--- src/rtl/regfile_pkg.sv ---
// regfile_pkg: shared definitions for the multi-port register file.
//   state_e      : sweep/run state encoding (ST_CLEAR, ST_RUN)
//   DATA_W_DEF   : default word width
//   ADDR_W_DEF   : default address width (DEPTH = 2**ADDR_W)
//   MAX_RD       : largest supported number of read ports
package regfile_pkg;

    typedef enum logic {
        ST_CLEAR = 1'b0,
        ST_RUN   = 1'b1
    } state_e;

    localparam int DATA_W_DEF = 32;
    localparam int ADDR_W_DEF = 5;
    localparam int MAX_RD     = 4;

endpackage

--- src/rtl/regfile_rd_port.sv ---
// regfile_rd_port: one registered read port of regfile_mp.
// Optional feature macro: REGFILE_MP_BYPASS_EN (write-first forwarding).
// Ports:
//   clk_i       clock
//   rst_ni      synchronous active-low reset (clears the output register)
//   run_i       array is in normal operation; output held at 0 otherwise
//   addr_i      read address
//   arr_data_i  current (pre-write) array content at addr_i
//   we0_i/waddr0_i/wdata0_i, we1_i/waddr1_i/wdata1_i
//               qualified write ports, present only with REGFILE_MP_BYPASS_EN
//   rd_data_o   registered read data (1-cycle latency)
module regfile_rd_port
    import regfile_pkg::*;
#(
    parameter int DATA_W = DATA_W_DEF,
    parameter int ADDR_W = ADDR_W_DEF
) (
    input  logic              clk_i,
    input  logic              rst_ni,
    input  logic              run_i,
    input  logic [ADDR_W-1:0] addr_i,
    input  logic [DATA_W-1:0] arr_data_i,
`ifdef REGFILE_MP_BYPASS_EN
    input  logic              we0_i,
    input  logic [ADDR_W-1:0] waddr0_i,
    input  logic [DATA_W-1:0] wdata0_i,
    input  logic              we1_i,
    input  logic [ADDR_W-1:0] waddr1_i,
    input  logic [DATA_W-1:0] wdata1_i,
`endif
    output logic [DATA_W-1:0] rd_data_o
);

    logic [DATA_W-1:0] rd_data_d;
    logic [DATA_W-1:0] rd_data_q;

    always_comb begin
        rd_data_d = arr_data_i;
`ifdef REGFILE_MP_BYPASS_EN
        // Port 1 is checked first so it wins when both ports hit this address.
        if (we1_i && (waddr1_i == addr_i)) begin
            rd_data_d = wdata1_i;
        end else if (we0_i && (waddr0_i == addr_i)) begin
            rd_data_d = wdata0_i;
        end
`endif
        // Zero check comes last so address 0 is never forwarded.
        if (addr_i == '0) begin
            rd_data_d = '0;
        end
    end

    always_ff @(posedge clk_i) begin
        if (!rst_ni) begin
            rd_data_q <= '0;
        end else if (!run_i) begin
            rd_data_q <= '0;
        end else begin
            rd_data_q <= rd_data_d;
        end
    end

    assign rd_data_o = rd_data_q;

endmodule

--- src/rtl/regfile_mp.sv ---
// regfile_mp: parametrised multi-port integer register file with two write
// ports (port 1 has priority), NUM_RD registered read ports, r0 hardwired
// to zero and a post-reset clear sweep.
// Optional feature macro: REGFILE_MP_BYPASS_EN (write-first reads).
// Ports:
//   clk      clock, all logic on posedge
//   rst_n    synchronous active-low reset
//   rd_addr  packed read addresses, port i at [i*ADDR_W +: ADDR_W]
//   rd_data  packed registered read data, port i at [i*DATA_W +: DATA_W]
//   we0/waddr0/wdata0  write port 0
//   we1/waddr1/wdata1  write port 1 (wins on address conflict)
//   busy     high while in reset or while the clear sweep runs
module regfile_mp
    import regfile_pkg::*;
#(
    parameter int DATA_W = DATA_W_DEF,
    parameter int ADDR_W = ADDR_W_DEF,
    parameter int NUM_RD = 2
) (
    input  logic                     clk,
    input  logic                     rst_n,
    input  logic [NUM_RD*ADDR_W-1:0] rd_addr,
    output logic [NUM_RD*DATA_W-1:0] rd_data,
    input  logic                     we0,
    input  logic [ADDR_W-1:0]        waddr0,
    input  logic [DATA_W-1:0]        wdata0,
    input  logic                     we1,
    input  logic [ADDR_W-1:0]        waddr1,
    input  logic [DATA_W-1:0]        wdata1,
    output logic                     busy
);

    localparam int DEPTH = 1 << ADDR_W;

    if ((NUM_RD < 1) || (NUM_RD > MAX_RD)) begin : g_bad_num_rd
        $error("regfile_mp: NUM_RD out of range 1..MAX_RD");
    end

    state_e            state_q, state_d;
    logic [ADDR_W-1:0] clr_ptr_q, clr_ptr_d;
    logic              busy_q;
    logic [DATA_W-1:0] mem_q [DEPTH];

    logic run;
    logic wr_en0, wr_en1;

    assign run    = (state_q == ST_RUN);
    assign wr_en0 = run && we0 && (waddr0 != '0);
    assign wr_en1 = run && we1 && (waddr1 != '0);

    always_comb begin
        state_d   = state_q;
        clr_ptr_d = clr_ptr_q;
        case (state_q)
            ST_CLEAR: begin
                clr_ptr_d = clr_ptr_q + ADDR_W'(1);
                if (&clr_ptr_q) begin
                    state_d = ST_RUN;
                end
            end
            ST_RUN: begin
                state_d = ST_RUN;
            end
            default: begin
                state_d = ST_CLEAR;
            end
        endcase
    end

    always_ff @(posedge clk) begin
        if (!rst_n) begin
            state_q   <= ST_CLEAR;
            clr_ptr_q <= '0;
            busy_q    <= 1'b1;
        end else begin
            state_q   <= state_d;
            clr_ptr_q <= clr_ptr_d;
            busy_q    <= (state_d == ST_CLEAR);
        end
    end

    // Array is left untouched on reset edges; the sweep zeroes it afterwards.
    // Port 1 is written last so it wins on an address conflict.
    always_ff @(posedge clk) begin
        if (rst_n) begin
            if (state_q == ST_CLEAR) begin
                mem_q[clr_ptr_q] <= '0;
            end else begin
                if (wr_en0) mem_q[waddr0] <= wdata0;
                if (wr_en1) mem_q[waddr1] <= wdata1;
            end
        end
    end

    for (genvar i = 0; i < NUM_RD; i++) begin : g_rd
        logic [ADDR_W-1:0] addr;
        logic [DATA_W-1:0] arr_rd;

        assign addr   = rd_addr[i*ADDR_W +: ADDR_W];
        assign arr_rd = mem_q[addr];

        regfile_rd_port #(
            .DATA_W (DATA_W),
            .ADDR_W (ADDR_W)
        ) u_rd_port (
            .clk_i      (clk),
            .rst_ni     (rst_n),
            .run_i      (run),
            .addr_i     (addr),
            .arr_data_i (arr_rd),
`ifdef REGFILE_MP_BYPASS_EN
            .we0_i      (wr_en0),
            .waddr0_i   (waddr0),
            .wdata0_i   (wdata0),
            .we1_i      (wr_en1),
            .waddr1_i   (waddr1),
            .wdata1_i   (wdata1),
`endif
            .rd_data_o  (rd_data[i*DATA_W +: DATA_W])
        );
    end

    assign busy = busy_q;

endmodule

--- config.mk ---
export PLATFORM = sky130hd
export DESIGN_NAME = regfile_mp
export DESIGN_NICKNAME = d
export VERILOG_FILES = /design/src/rtl/regfile_pkg.sv /design/src/rtl/regfile_rd_port.sv /design/src/rtl/regfile_mp.sv
export SDC_FILE = /design/constraint.sdc
export NUM_CORES = 2
export LEC_CHECK = 0
export CAP_MARGIN = 10
export CORE_ASPECT_RATIO = 0.5
export CORE_UTILIZATION = 50
export DETAILED_ROUTE_END_ITERATION = 16
export PLACE_DENSITY = 0.67
export SLEW_MARGIN = 0
export SYNTH_ARGS = -nofsm -noshare
export SYNTH_HDL_FRONTEND = slang
export SYNTH_SLANG_ARGS = --single-unit
--- constraint.sdc ---
create_clock -name clk -period 6.2 [get_ports clk]
set_clock_uncertainty 0.1 [all_clocks]
set_input_delay 0.62 -clock clk [delete_from_list [all_inputs] [get_ports clk]]
set_output_delay 0.62 -clock clk [all_outputs]
set_load 0.02 [all_outputs]
==> flow_summary.yaml <==
sta:
  maxSlewViolCount: 0
  setup_slack_ns: 1.89
  tightest_slew_ns: 1.40
  fin_setup_tns_ns: 0
  setup_violations: 0
  timing.final.hold_violations: 0
  finalCritPeriodShare_pct: 69.5
  fmax_mhz: 232
  relSlewSlack_pct: 6.43
  rsz0062_at_grt: "false"
  fin_crit_ns: 4.31
cts:
  cts_resized: 0
  path_clk_slew_ns: 0.07
  cts_root_buffer: "clkbuf_16"
  cts.sinks: 1095
  worstSkewPairLatency_ns: 0.76
  htreeDepth: 3
  cts_hold_buf: 0
  post-cts-setup-buffers: 0
  cts_max_path_buffers: 3
  cts_buffers: 104
  cts_tree: "done"
synthesis:
  synth-edff-count: 1024
  yosysTopAreaCell: "edfxtp_1"
  synthTopCellsByArea: "edfxtp_1, mux2i_1, o21ai_0, nand2_1, a22oi_1"
  syn_nets: 5557
  syn_inst: 5467
  syn_avg_cell_area_sq_um: 11.2
  synth_top_cell_area_share_pct: 50.3
  synth_seq_cells: 1095
  ys_async_sr_fraction_pct: 0
  syn_area_sq_mm: 0.0611
  ys.flop_type: "edfxtp_1"
  synth.distinct_cells: 48
  yosysWarningCount: 0
  seq_area_frac_synth_pct: 52.6
critical_path:
  cp_slowest_stage_delay_ns: 1.04
  critPathBufInv: 1
  arrival_ns: 4.67
  crit_required_ns: 6.56
  worst_setup_path_end_kind: "flop"
  critical_path_class: "flop to flop"
  slowest_stage: "a21oi_4"
  cp_top_family: "compound AO/OA/AOI/OAI gates"
  crit_fanout: 28
  cp_cell_sequence: "nand3_1 > a21oi_4 > buf_12 > nand2_1 > o21ai_0"
  start_kind: "flop"
route:
  num_vias: 48700
  via_per_inst: 6.98
  top_layer: "met5"
  drt-initial-drc-count: 8121
  wire_per_inst_um: 34.5
  wl_met3_um: 38400
  route.met2.wl_um: 98800
  drt_pre_antenna_iters: 7
  wl_met1_um: 86100
  wirelength_um: 241000
  ant_nets: 0
  drc: 0
floorplan:
  coreArea_sq_mm: 0.121
  io-pin-count: 153
  die_h_um: 249
  start_util_pct: 50.5
  die-width_um: 496
  fp-row-count: 90
  die_area_sq_mm: 0.124
final_layout:
  post_route_cells_drive_above_1_share_pct: 13.7
  nets: 5364
  fin_cells: 6979
  n_fill_cell: 9736
  areaGrowthSynthToFinish_pct: 10.7
  stdcell_area_sq_mm: 0.0677
place:
  dp_hpwl_um: 141000
  gp_congestion: 0.934
  dp_worst_setup_slack_ns: 1.35
  post_dp_cell_area_sq_mm: 0.0641
  dp_cells: 6778
  portBuffers: 152
run:
  drv_cap: 0
outcome:
  status: "finished clean"
global_route:
  grt_first_pass_wirelength_um: 334000
  grt_start_max_net_pins: 105
  grt_pass1_vias: 46100
  overflow: 0
  grtUsageTotal_pct: 38.2
  antenna_found_initial: 15
power:
  powerDensity_mw_per_mm2: 236
  ir_drop_v: 0.000223
  finalPower_mw: 16.0
  p_leak_nw: 24.5
hold_path:
  hold_class: "flop to flop"
cells in the mapped netlist (6+ instances only):
| cell type | n |
|---|---|
| edfxtp_1 | 1024 |
| nand2_1 | 969 |
| o21ai_0 | 870 |
| mux2i_1 | 771 |
| a22oi_1 | 385 |
| clkbuf_1 | 382 |
| nand3_1 | 194 |
| buf_2 | 185 |
| mux2_2 | 134 |
| mux4_2 | 128 |
| dfxtp_1 | 71 |
| nand4_1 | 65 |
| mux2_4 | 58 |
| inv_1 | 37 |
| buf_1 | 36 |
| nor3_1 | 28 |
| o21bai_1 | 27 |
| nor2_1 | 16 |
| nand2b_1 | 10 |
| nor2b_1 | 10 |
| nor4_1 | 7 |
| and2_1 | 6 |
| buf_6 | 6 |
layout by cell type, fill, tap and decap left out, types with 37 or more instances in the layout:
cell type	instances
a22oi_1	385
buf_4	148
clkbuf_16	107
clkdlybuf4s50_1	146
dfxtp_1	71
edfxtp_1	1024
inv_1	37
mux2_2	134
mux2_4	58
mux2i_1	771
mux4_2	128
nand2_1	967
nand3_1	194
nand4_1	65
o21ai_0	868
final cells by class:
class	count	area, sq um	share of cell area (%)
antenna	7	17.5	0.0259
clock buffer	134	2820	4.17
clock inverter	60	687	1.02
inverter	37	139	0.205
multi-input combinational	3723	26900	39.7
sequential	1095	32200	47.6
tap	1610	2010	2.98
timing repair buffer	313	2940	4.34
metrics by stage:
| stage | hold slack, ns | utilization (%) |
|---|---|---|
| after detailed placement | 0.520 | 53.0 |
| after global placement | 0.490 | 53.0 |
| after floorplan | 0.453 | - |
| after global routing | 0.527 | 55.9 |
| final | 0.538 | 55.9 |
| after CTS | 0.508 | 55.9 |
power by group:
group,internal (mW),switching [mW]
combinational,0.421,0.750
clock,3.77,3.02
sequential,8.00,0.0236
total,12.2,3.79
metal layers:
metal,vias to the layer above,track usage (%)
li1,20100,-
met1,23500,51.1
met2,4170,53.7
met3,893,12.7
met4,8,23.1
met5,-,0
cell families (layout without fill, tap and decap cells):
logic type               Yosys count  in the layout  share of synthesized area, %
adder cells (fa/ha/maj)            2              2                        0.0409
XOR/XNOR                           2              2                        0.0287
AO/OA/AOI/OAI                   1300           1300                          12.4
multiplexers                    1091           1091                          21.2
flip-flops                      1095           1095                          52.6
other                              0              7                             0
buffers and inverters            649            544                          4.46
AND/OR/NAND/NOR                 1328           1328                          9.19
path summary, 6_finish.rpt:
path / start / slack (ns) / depth (start not counted) / end
hold reg to reg: clr_ptr_q[0] / 0.54 / 2 / clr_ptr_q[0]
setup / recovery: run / 1.89 / 5 / mem_q[5][11]
hold / removal: clr_ptr_q[0] / 0.54 / 2 / clr_ptr_q[0]
setup reg to reg: run / 1.89 / 5 / mem_q[5][11]
registers in the layout, indices dropped and copies added (netlist names):
| signal | cells |
|---|---|
| mem_q | 1024 |
| g_rd.u_rd_port.rd_data_o | 64 |
| clr_ptr_q | 5 |
| busy | 1 |
| run | 1 |
tightest hold or removal path: stages (launching register included):
cell	delay [ns]
dfxtp_1	0.35
nand2b_1	0.11
and3_1	0.15
No activity file was read; power rests on OpenSTA's default activity.
